### config.mk
export PLATFORM = sky130hd
export DESIGN_NAME = inorder_deq_policy
export DESIGN_NICKNAME = d
export VERILOG_FILES = /design/src/rtl/inorder_deq_policy_pkg.sv /design/src/rtl/inorder_deq_policy_ptr_to_onehot.sv /design/src/rtl/inorder_deq_policy.sv
export SDC_FILE = /design/constraint.sdc
export NUM_CORES = 1
export LEC_CHECK = 0
export ABC_AREA = 1
export CAP_MARGIN = 25
export CORE_UTILIZATION = 33
export DETAILED_ROUTE_END_ITERATION = 16
export PLACE_DENSITY = 0.73
export SETUP_SLACK_MARGIN = 0.3
export SYNTH_ARGS = -nofsm -noshare
export SYNTH_HDL_FRONTEND = slang
export SYNTH_HIERARCHICAL = 1
export SYNTH_SLANG_ARGS = --single-unit
### constraint.sdc
create_clock -name clock -period 1.49 [get_ports clock]
set_input_delay 0.298 -clock clock [delete_from_list [all_inputs] [get_ports clock]]
set_output_delay 0.298 -clock clock [all_outputs]
set_load 0.05 [all_outputs]
### src/rtl/inorder_deq_policy_pkg.sv
// Shared sizes and FSM encodings for the in-order queue dequeue policy.
// Imported by the dequeue policy top and its one-hot decoder.
package inorder_deq_policy_pkg;

  localparam int DEQ_QUEUE_SIZE     = 8;
  localparam int DEQ_QUEUE_SIZE_LOG = 3;

  typedef enum logic [1:0] {
    DEQ_IDLE = 2'd0,
    DEQ_REQ  = 2'd1,
    DEQ_WAIT = 2'd2
  } deq_state_e;

endpackage

### src/rtl/inorder_deq_policy_ptr_to_onehot.sv
// Queue index to one-hot decoder, shared by enqueue and dequeue sides.
// Ports: idx (index, LOG bits) -> oh (N-bit one-hot).
module inorder_deq_policy_ptr_to_onehot
  import inorder_deq_policy_pkg::*;
#(
  parameter int N   = DEQ_QUEUE_SIZE,
  parameter int LOG = DEQ_QUEUE_SIZE_LOG
) (
  input  logic [LOG-1:0] idx,
  output logic [N-1:0]   oh
);

  always_comb begin
    oh      = '0;
    oh[idx] = 1'b1;
  end

endmodule

### src/rtl/inorder_deq_policy.sv
// Dequeue pointer policy: drains committed head entries via req/resp.
// Ports: clock/reset, enq_ptr, head handshake, deq_ptr(+oh), empty/full/count.
module inorder_deq_policy
  import inorder_deq_policy_pkg::*;
#(
  parameter int QUEUE_SIZE     = DEQ_QUEUE_SIZE,
  parameter int QUEUE_SIZE_LOG = DEQ_QUEUE_SIZE_LOG
) (
  input  logic                    clock,
  input  logic                    reset,
  input  logic [QUEUE_SIZE_LOG:0] enq_ptr,
  input  logic                    head_commit_valid,
  output logic                    head_req_valid,
  input  logic                    head_req_ready,
  input  logic                    head_resp_valid,
  output logic                    deq_fire,
  output logic [QUEUE_SIZE_LOG:0] deq_ptr,
  output logic [QUEUE_SIZE-1:0]   deq_ptr_oh,
  output logic                    empty,
  output logic                    full,
  output logic [QUEUE_SIZE_LOG:0] count
);

  localparam int MSB = QUEUE_SIZE_LOG;

  deq_state_e              state_q;
  deq_state_e              state_d;
  logic [QUEUE_SIZE_LOG:0] ptr_q;

  // Status follows enq_ptr combinationally so a flush rewind
  // shows up in the same cycle.
  assign deq_ptr = ptr_q;
  assign empty   = (enq_ptr == ptr_q);
  assign full    = (enq_ptr[MSB] != ptr_q[MSB]) &&
                   (enq_ptr[MSB-1:0] == ptr_q[MSB-1:0]);
  assign count   = enq_ptr - ptr_q;

  always_ff @(posedge clock or posedge reset) begin
    if (reset) begin
      state_q <= DEQ_IDLE;
      ptr_q   <= '0;
    end else begin
      state_q <= state_d;
      if (deq_fire) begin
        ptr_q <= ptr_q + 1'b1;
      end
    end
  end

  always_comb begin
    state_d        = state_q;
    head_req_valid = 1'b0;
    deq_fire       = 1'b0;
    unique case (state_q)
      DEQ_IDLE: begin
        if (!empty && head_commit_valid) begin
          state_d = DEQ_REQ;
        end
      end
      DEQ_REQ: begin
        head_req_valid = 1'b1;
        if (head_req_ready) begin
          state_d = DEQ_WAIT;
        end
      end
      DEQ_WAIT: begin
        if (head_resp_valid) begin
          deq_fire = 1'b1;
          state_d  = DEQ_IDLE;
        end
      end
      default: begin
        state_d = DEQ_IDLE;
      end
    endcase
  end

  inorder_deq_policy_ptr_to_onehot #(
    .N   (QUEUE_SIZE),
    .LOG (QUEUE_SIZE_LOG)
  ) u_oh (
    .idx (ptr_q[MSB-1:0]),
    .oh  (deq_ptr_oh)
  );

endmodule

==> impl_table.tex, run 1 <==
\begin{tabular}{lr}
\hline
Metric & Value \\
\hline
\multicolumn{2}{l}{\textbf{Logic synthesis}} \\
\quad Number of synthesis warnings & 6 \\
\quad Post-synth top area cell & sky130\_fd\_sc\_hd\_\_dfrtp\_1 \\
\quad Most instantiated library cell after synthesis & sky130\_fd\_sc\_hd\_\_nand2\_1 \\
\quad Main synth FF type & sky130\_fd\_sc\_hd\_\_dfrtp\_1 \\
\quad Sequential element share of the synthesized area & 0.295 \\
\quad Post-synth EDFFs & 0 \\
\quad Fraction of the mapped netlist area in adder cells & 0.138 \\
\quad Compound-cell area share of the yosys netlist & 0.0295 \\
\quad Post-synthesis cell count & 77 \\
\quad Share of flip-flops with an asynchronous set or reset & 1.00 \\
\quad Total standard cell area after synthesis & 509 um\^{}2 \\
\quad Area contributors post-synth & sky130\_fd\_sc\_hd\_\_dfrtp\_1, sky130\_fd\_sc\_hd\_\_nand2\_1, sky130\_fd\_sc\_hd\_\_inv\_1 \\
\quad Synth top area share & 0.295 \\
\quad Mux contribution to synthesized area & 0 \\
\quad Dominant combinational cell family by area after synthesis & simple AND/OR/NAND/NOR gates \\
\quad Flops \& latches, synth & 6 \\
\quad Top cells by count, synth & sky130\_fd\_sc\_hd\_\_nand2\_1, sky130\_fd\_sc\_hd\_\_inv\_1, sky130\_fd\_sc\_hd\_\_nor2\_1 \\
\quad Simple-gate share of the synthesized area & 0.369 \\
\quad Xor/xnor share of the synthesized area & 0.0344 \\
\quad Post-synthesis net count & 91 \\
\quad Synthesized area per cell & 6.61 um\^{}2 \\
\quad Post-synth cell types & 18 \\
\multicolumn{2}{l}{\textbf{Run status}} \\
\quad Failing step & clock tree synthesis \\
\quad Error message & [ERROR DPL-0038] Utilization greater than 100\%, impossible to legalize \\
\quad Result of the run & stopped before the end \\
\multicolumn{2}{l}{\textbf{Clocking}} \\
\quad Maximum root-to-sink buffer count & 2 \\
\quad Clock Sink Count & 6 \\
\quad H-Tree Depth & 1 \\
\quad CTS Root Cell & sky130\_fd\_sc\_hd\_\_clkbuf\_4 \\
\quad Setup fix buffers added after clock tree synthesis & 6 \\
\quad Number of resized instances in the post-cts repair step & 32 \\
\quad Number of CTS-inserted buffers & 3 \\
\quad Number of hold buffers added after cts & 0 \\
\multicolumn{2}{l}{\textbf{Placement}} \\
\quad Final GP Congestion & 0.740 \\
\quad \# port buffers & 28 \\
\quad Standard cell area after detailed placement & 1210 um\^{}2 \\
\quad Dpl hpwl & 1530 um \\
\multicolumn{2}{l}{\textbf{Die}} \\
\quad I/O pin count & 29 \\
\quad Row count & 13 \\
\quad Y dimension of the die & 41.3 um \\
\quad Horizontal die dimension & 41.3 um \\
\quad Initial core utilization & 0.373 \\
\hline
\end{tabular}
==> kinds of logic after synthesis <==
kind of cell,after synthesis
AND/OR/NAND/NOR,43
buffers and inverters,18
flip-flops,6
adder cells (fa/ha/maj),5
AO/OA/AOI/OAI,3
XOR/XNOR,2
==> stage by stage <==
stage / setup TNS (ns) / cells / setup WS, ns / hold slack [ns]
after global placement: -2.28 / 130 / -0.476 / 0.505
after floorplan: -1.97 / 77 / -0.316 / 0.0889
after detailed placement: -2.48 / 130 / -0.515 / 0.554
==> run 2, diff against run 1 <==
Settings changed: CORE_AREA from default to 2 2 63 65, CORE_UTILIZATION 33 to default, DIE_AREA from default to 0 0 65 67, PLACE_DENSITY 0.73 to default, PLACE_DENSITY_LB_ADDON from default to 0.15, SETUP_SLACK_MARGIN 0.3 to default.
Clock period 1.49 ns to 1.94 ns, I/O delays scaled along.
==> run 2 against run 1 <==
The flow now finishes, with violations (negative setup slack). Synthesized cell count is the same. Synthesized area is the same.
==> impl_table.tex, run 2 <==
\begin{tabular}{lr}
\hline
Metric & Value \\
\hline
\multicolumn{2}{l}{\textbf{Logic synthesis}} \\
\quad Flops \& latches, synth & 6 (unchanged) \\
\quad Sequential element share of the synthesized area & 0.295 (unchanged) \\
\quad Post-synth top area cell & sky130\_fd\_sc\_hd\_\_dfrtp\_1 \\
\quad Most instantiated library cell after synthesis & sky130\_fd\_sc\_hd\_\_nand2\_1 \\
\quad Main synth FF type & sky130\_fd\_sc\_hd\_\_dfrtp\_1 \\
\quad Post-synthesis cell count & 77 (unchanged) \\
\quad Synthesized area per cell & 6.61 um\^{}2 (unchanged) \\
\quad Area contributors post-synth & sky130\_fd\_sc\_hd\_\_dfrtp\_1, sky130\_fd\_sc\_hd\_\_nand2\_1, sky130\_fd\_sc\_hd\_\_inv\_1 \\
\quad Top cells by count, synth & sky130\_fd\_sc\_hd\_\_nand2\_1, sky130\_fd\_sc\_hd\_\_inv\_1, sky130\_fd\_sc\_hd\_\_nor2\_1 \\
\quad Post-synth EDFFs & 0 (unchanged) \\
\quad Post-synth cell types & 18 (unchanged) \\
\quad Share of flip-flops with an asynchronous set or reset & 1.00 (unchanged) \\
\quad Synth top area share & 0.295 (unchanged) \\
\quad Post-synthesis net count & 91 (unchanged) \\
\quad Total standard cell area after synthesis & 509 um\^{}2 (unchanged) \\
\quad Number of synthesis warnings & 6 (unchanged) \\
\multicolumn{2}{l}{\textbf{Critical path}} \\
\quad Family with the most delay on the worst path & adder cells \\
\quad Start point of the critical path & deq\_ptr[0]\$\_DFFE\_PP0P\_ \\
\quad Path depth of the worst reg2reg path & 7 \\
\quad Reg-to-reg critical path startpoint & deq\_ptr[0]\$\_DFFE\_PP0P\_ \\
\quad Worst path arrival time & 1.67 ns \\
\quad Crit end category & output pin \\
\quad Cell-by-cell listing of the critical path & ha\_4, fa\_2, clkinvlp\_4, buf\_12 \\
\quad Maximum fanout along the worst path & 2 \\
\quad Buffers \& Inverters on Critical Path & 2 \\
\quad Slowest stage cell on the critical path & sky130\_fd\_sc\_hd\_\_fa\_2 \\
\quad Kind of start point of the critical path & flop \\
\quad Number of gates on the worst path with buffers counted & 4 \\
\quad Class of the most critical setup path & reg -> out \\
\quad Slowest cell delay on critical path & 0.54 ns \\
\quad Data required time of the critical path & 1.55 ns \\
\multicolumn{2}{l}{\textbf{Detailed routing}} \\
\quad Antenna-violating nets left & 0 \\
\quad Number of iterations in the first detailed-routing pass & 2 \\
\quad Avg WL per Cell & 9.42 um \\
\quad Post-route DRC violation count & 0 \\
\quad Count of routing violations after the opening detailed-route iteration & 17 \\
\quad Total wire length & 1530 um \\
\quad Via density per instance & 3.73 \\
\quad Vias after detailed routing & 604 \\
\multicolumn{2}{l}{\textbf{Final layout}} \\
\quad Nets & 129 \\
\quad Commonest cells after routing, fill and taps aside & sky130\_fd\_sc\_hd\_\_nand2\_1, sky130\_fd\_sc\_hd\_\_buf\_12, sky130\_fd\_sc\_hd\_\_inv\_1, sky130\_fd\_sc\_hd\_\_buf\_4, sky130\_fd\_sc\_hd\_\_nor2\_1 \\
\quad Multi-input logic area & 365 um\^{}2 \\
\quad Area overhead of the layout relative to synthesis & 127\% \\
\quad Register Area & 156 um\^{}2 \\
\quad Final antenna diode count & 0 \\
\quad Most common library cell in the layout ignoring fill and taps & sky130\_fd\_sc\_hd\_\_nand2\_1 \\
\quad Final core occ & 0.320 \\
\quad Fill cell total of the finished layout & 389 \\
\quad Flip-flop count of the largest register after layout & 4 \\
\quad Layout cell share with drive strength beyond 1 & 0.439 \\
\multicolumn{2}{l}{\textbf{Hold path}} \\
\quad Worst Hold Class & in -> async \\
\multicolumn{2}{l}{\textbf{Clocking}} \\
\quad Maximum root-to-sink buffer count & 2 (unchanged) \\
\quad Setup fix buffers added after clock tree synthesis & 0 (-6) \\
\quad TritonCTS clock tree & built \\
\quad Number of CTS-inserted buffers & 3 (unchanged) \\
\quad H-Tree Depth & 1 (unchanged) \\
\quad Clock Sink Count & 6 (unchanged) \\
\quad Skew-Pair Late Insertion Delay & 0.22 ns \\
\quad CTS clock-pin slew for the worst setup and hold paths & 0.04 ns \\
\quad CTS Root Cell & sky130\_fd\_sc\_hd\_\_clkbuf\_8 \\
\multicolumn{2}{l}{\textbf{Timing}} \\
\quad Period utilisation layout & 1.06 \\
\quad Highest attainable clock frequency & 0.487 GHz \\
\quad Final setup viols & 2 \\
\quad Unrepaired setup endpoints after global routing & true \\
\quad Final WS setup & -0.115 ns \\
\quad Remaining max-slew budget at the tightest pin & 0.842 \\
\quad Final Critical Period & 2.06 ns \\
\quad Clock skew & 0.00555 ns \\
\quad Smallest hold slack & 0.393 ns \\
\quad Number of slew-limit violations in the final report & 0 \\
\quad Worst-Margin Slew & 0.236 ns \\
\quad Total count of hold-check failures in the final report & 0 \\
\multicolumn{2}{l}{\textbf{Placement}} \\
\quad \# port buffers & 28 (unchanged) \\
\quad Dpl hpwl & 1330 um (-14\%) \\
\quad Final GP Congestion & 0.704 (-4.8\%) \\
\multicolumn{2}{l}{\textbf{Die}} \\
\quad I/O pin count & 29 (unchanged) \\
\quad Y dimension of the die & 67 um (+62\%) \\
\quad Horizontal die dimension & 65 um (+57\%) \\
\quad Core Footprint & 3610 um\^{}2 \\
\quad Overall die area & 4360 um\^{}2 \\
\quad Initial core utilization & 0.141 (-0.231) \\
\quad Row count & 22 (+9) \\
\multicolumn{2}{l}{\textbf{Global route}} \\
\quad Total global routing track utilization & 0.0771 \\
\quad Vias in the first global route & 607 \\
\quad Number of antenna violations at the first check in global routing & 0 \\
\quad First-pass GRT wire length & 2580 um \\
\quad Largest net degree at the start of global routing & 11 \\
\quad GR Overflow Total & 0 \\
\multicolumn{2}{l}{\textbf{Run status}} \\
\quad Violated checks & negative setup slack \\
\quad Result of the run & finished, violations left \\
\multicolumn{2}{l}{\textbf{Run}} \\
\quad Count of maximum capacitance violations & 0 \\
\hline
\end{tabular}
-- run 2: cell counts after synthesis --
Identical to the previous run, type by type.
-- run 2: layer usage --
layer,GRT usage,vias up,routed length (um)
li1,-,305,-
met1,0.0740,279,557
met2,0.155,20,860
met3,0.0287,0,107
met4,0.0160,0,0
met5,0,-,0
-- run 2: layout make-up --
class,count,area share
Clock buffer,4,0.0390
Multi-Input combinational cell,53,0.316
Tap cell,48,0.0520
Sequential cell,6,0.135
Inverter,18,0.0661
Timing Repair Buffer,33,0.391
-- run 2: repair_timing --
action / CTS / global route
pin swaps: 2 / 1
hold endpoints to repair: 0 / 0
resized for setup: 8 / 3
setup endpoints to repair: 5 / 3
hold buffers: 0 / 0
-- run 2: through the flow --
stage | TNS (ns) | instances | area [um^2] | worst slack, ns
after floorplan | -0.131 | 77 | 562 | -0.0674
after global placement | -0.981 | 158 | 1080 | -0.308
after detailed placement | -1.06 | 158 | 1080 | -0.343
after CTS | -0.266 | 162 | 1140 | -0.174
after global routing | -0.232 | 162 | 1150 | -0.153
final | -0.149 | 162 | 1150 | -0.115
-- run 2: worst paths after layout --
path,end,slack (ns)
worst min-delay path,deq_ptr[0]$_DFFE_PP0P_,0.39
worst min register to register,state_q[0]$_DFFE_PP0P_,0.52
min in group clock,state_q[0]$_DFFE_PP0P_,0.52
max in group asynchronous,deq_ptr[0]$_DFFE_PP0P_,1.33
worst max-delay path,count[1],-0.12
worst max register to register,state_q[0]$_DFFE_PP0P_,0.62
-- run 2: kinds of logic after synthesis --
| family | count (synthesis) | share of synthesized area |
|---|---|---|
| adder cells (fa/ha/maj) | 5 | 0.138 |
| AND/OR/NAND/NOR | 43 | 0.369 |
| flip-flops | 6 | 0.295 |
| buffers and inverters | 18 | 0.135 |
| XOR/XNOR | 2 | 0.0344 |
| AO/OA/AOI/OAI | 3 | 0.0295 |
Power of run 2 is not shown: default switching activity piles up to over one toggle a cycle in this logic, so the estimate is an artifact.
==> run 3, diff against run 2 <==
Settings changed: CAP_MARGIN 25 to default.
==> results of run 3 <==
Final layout, timing and power as in run 2 (identical DEF).
Power of run 3 is left out for the same reason.
==> run 4, diff against run 3 <==
Settings changed: ABC_CLOCK_PERIOD_IN_PS from default to 1940, CTS_CLUSTER_SIZE from default to 24, MAX_ROUTING_LAYER from default to met4.
==> results of run 4 <==
Final layout, timing and power as in run 2 (identical DEF).
Main changes from that run: final weighted congestion in routability-driven placement 0.704 -> 0.712; overall routing resource usage 0.0771 -> 0.0791
Power of run 4 is left out for the same reason.
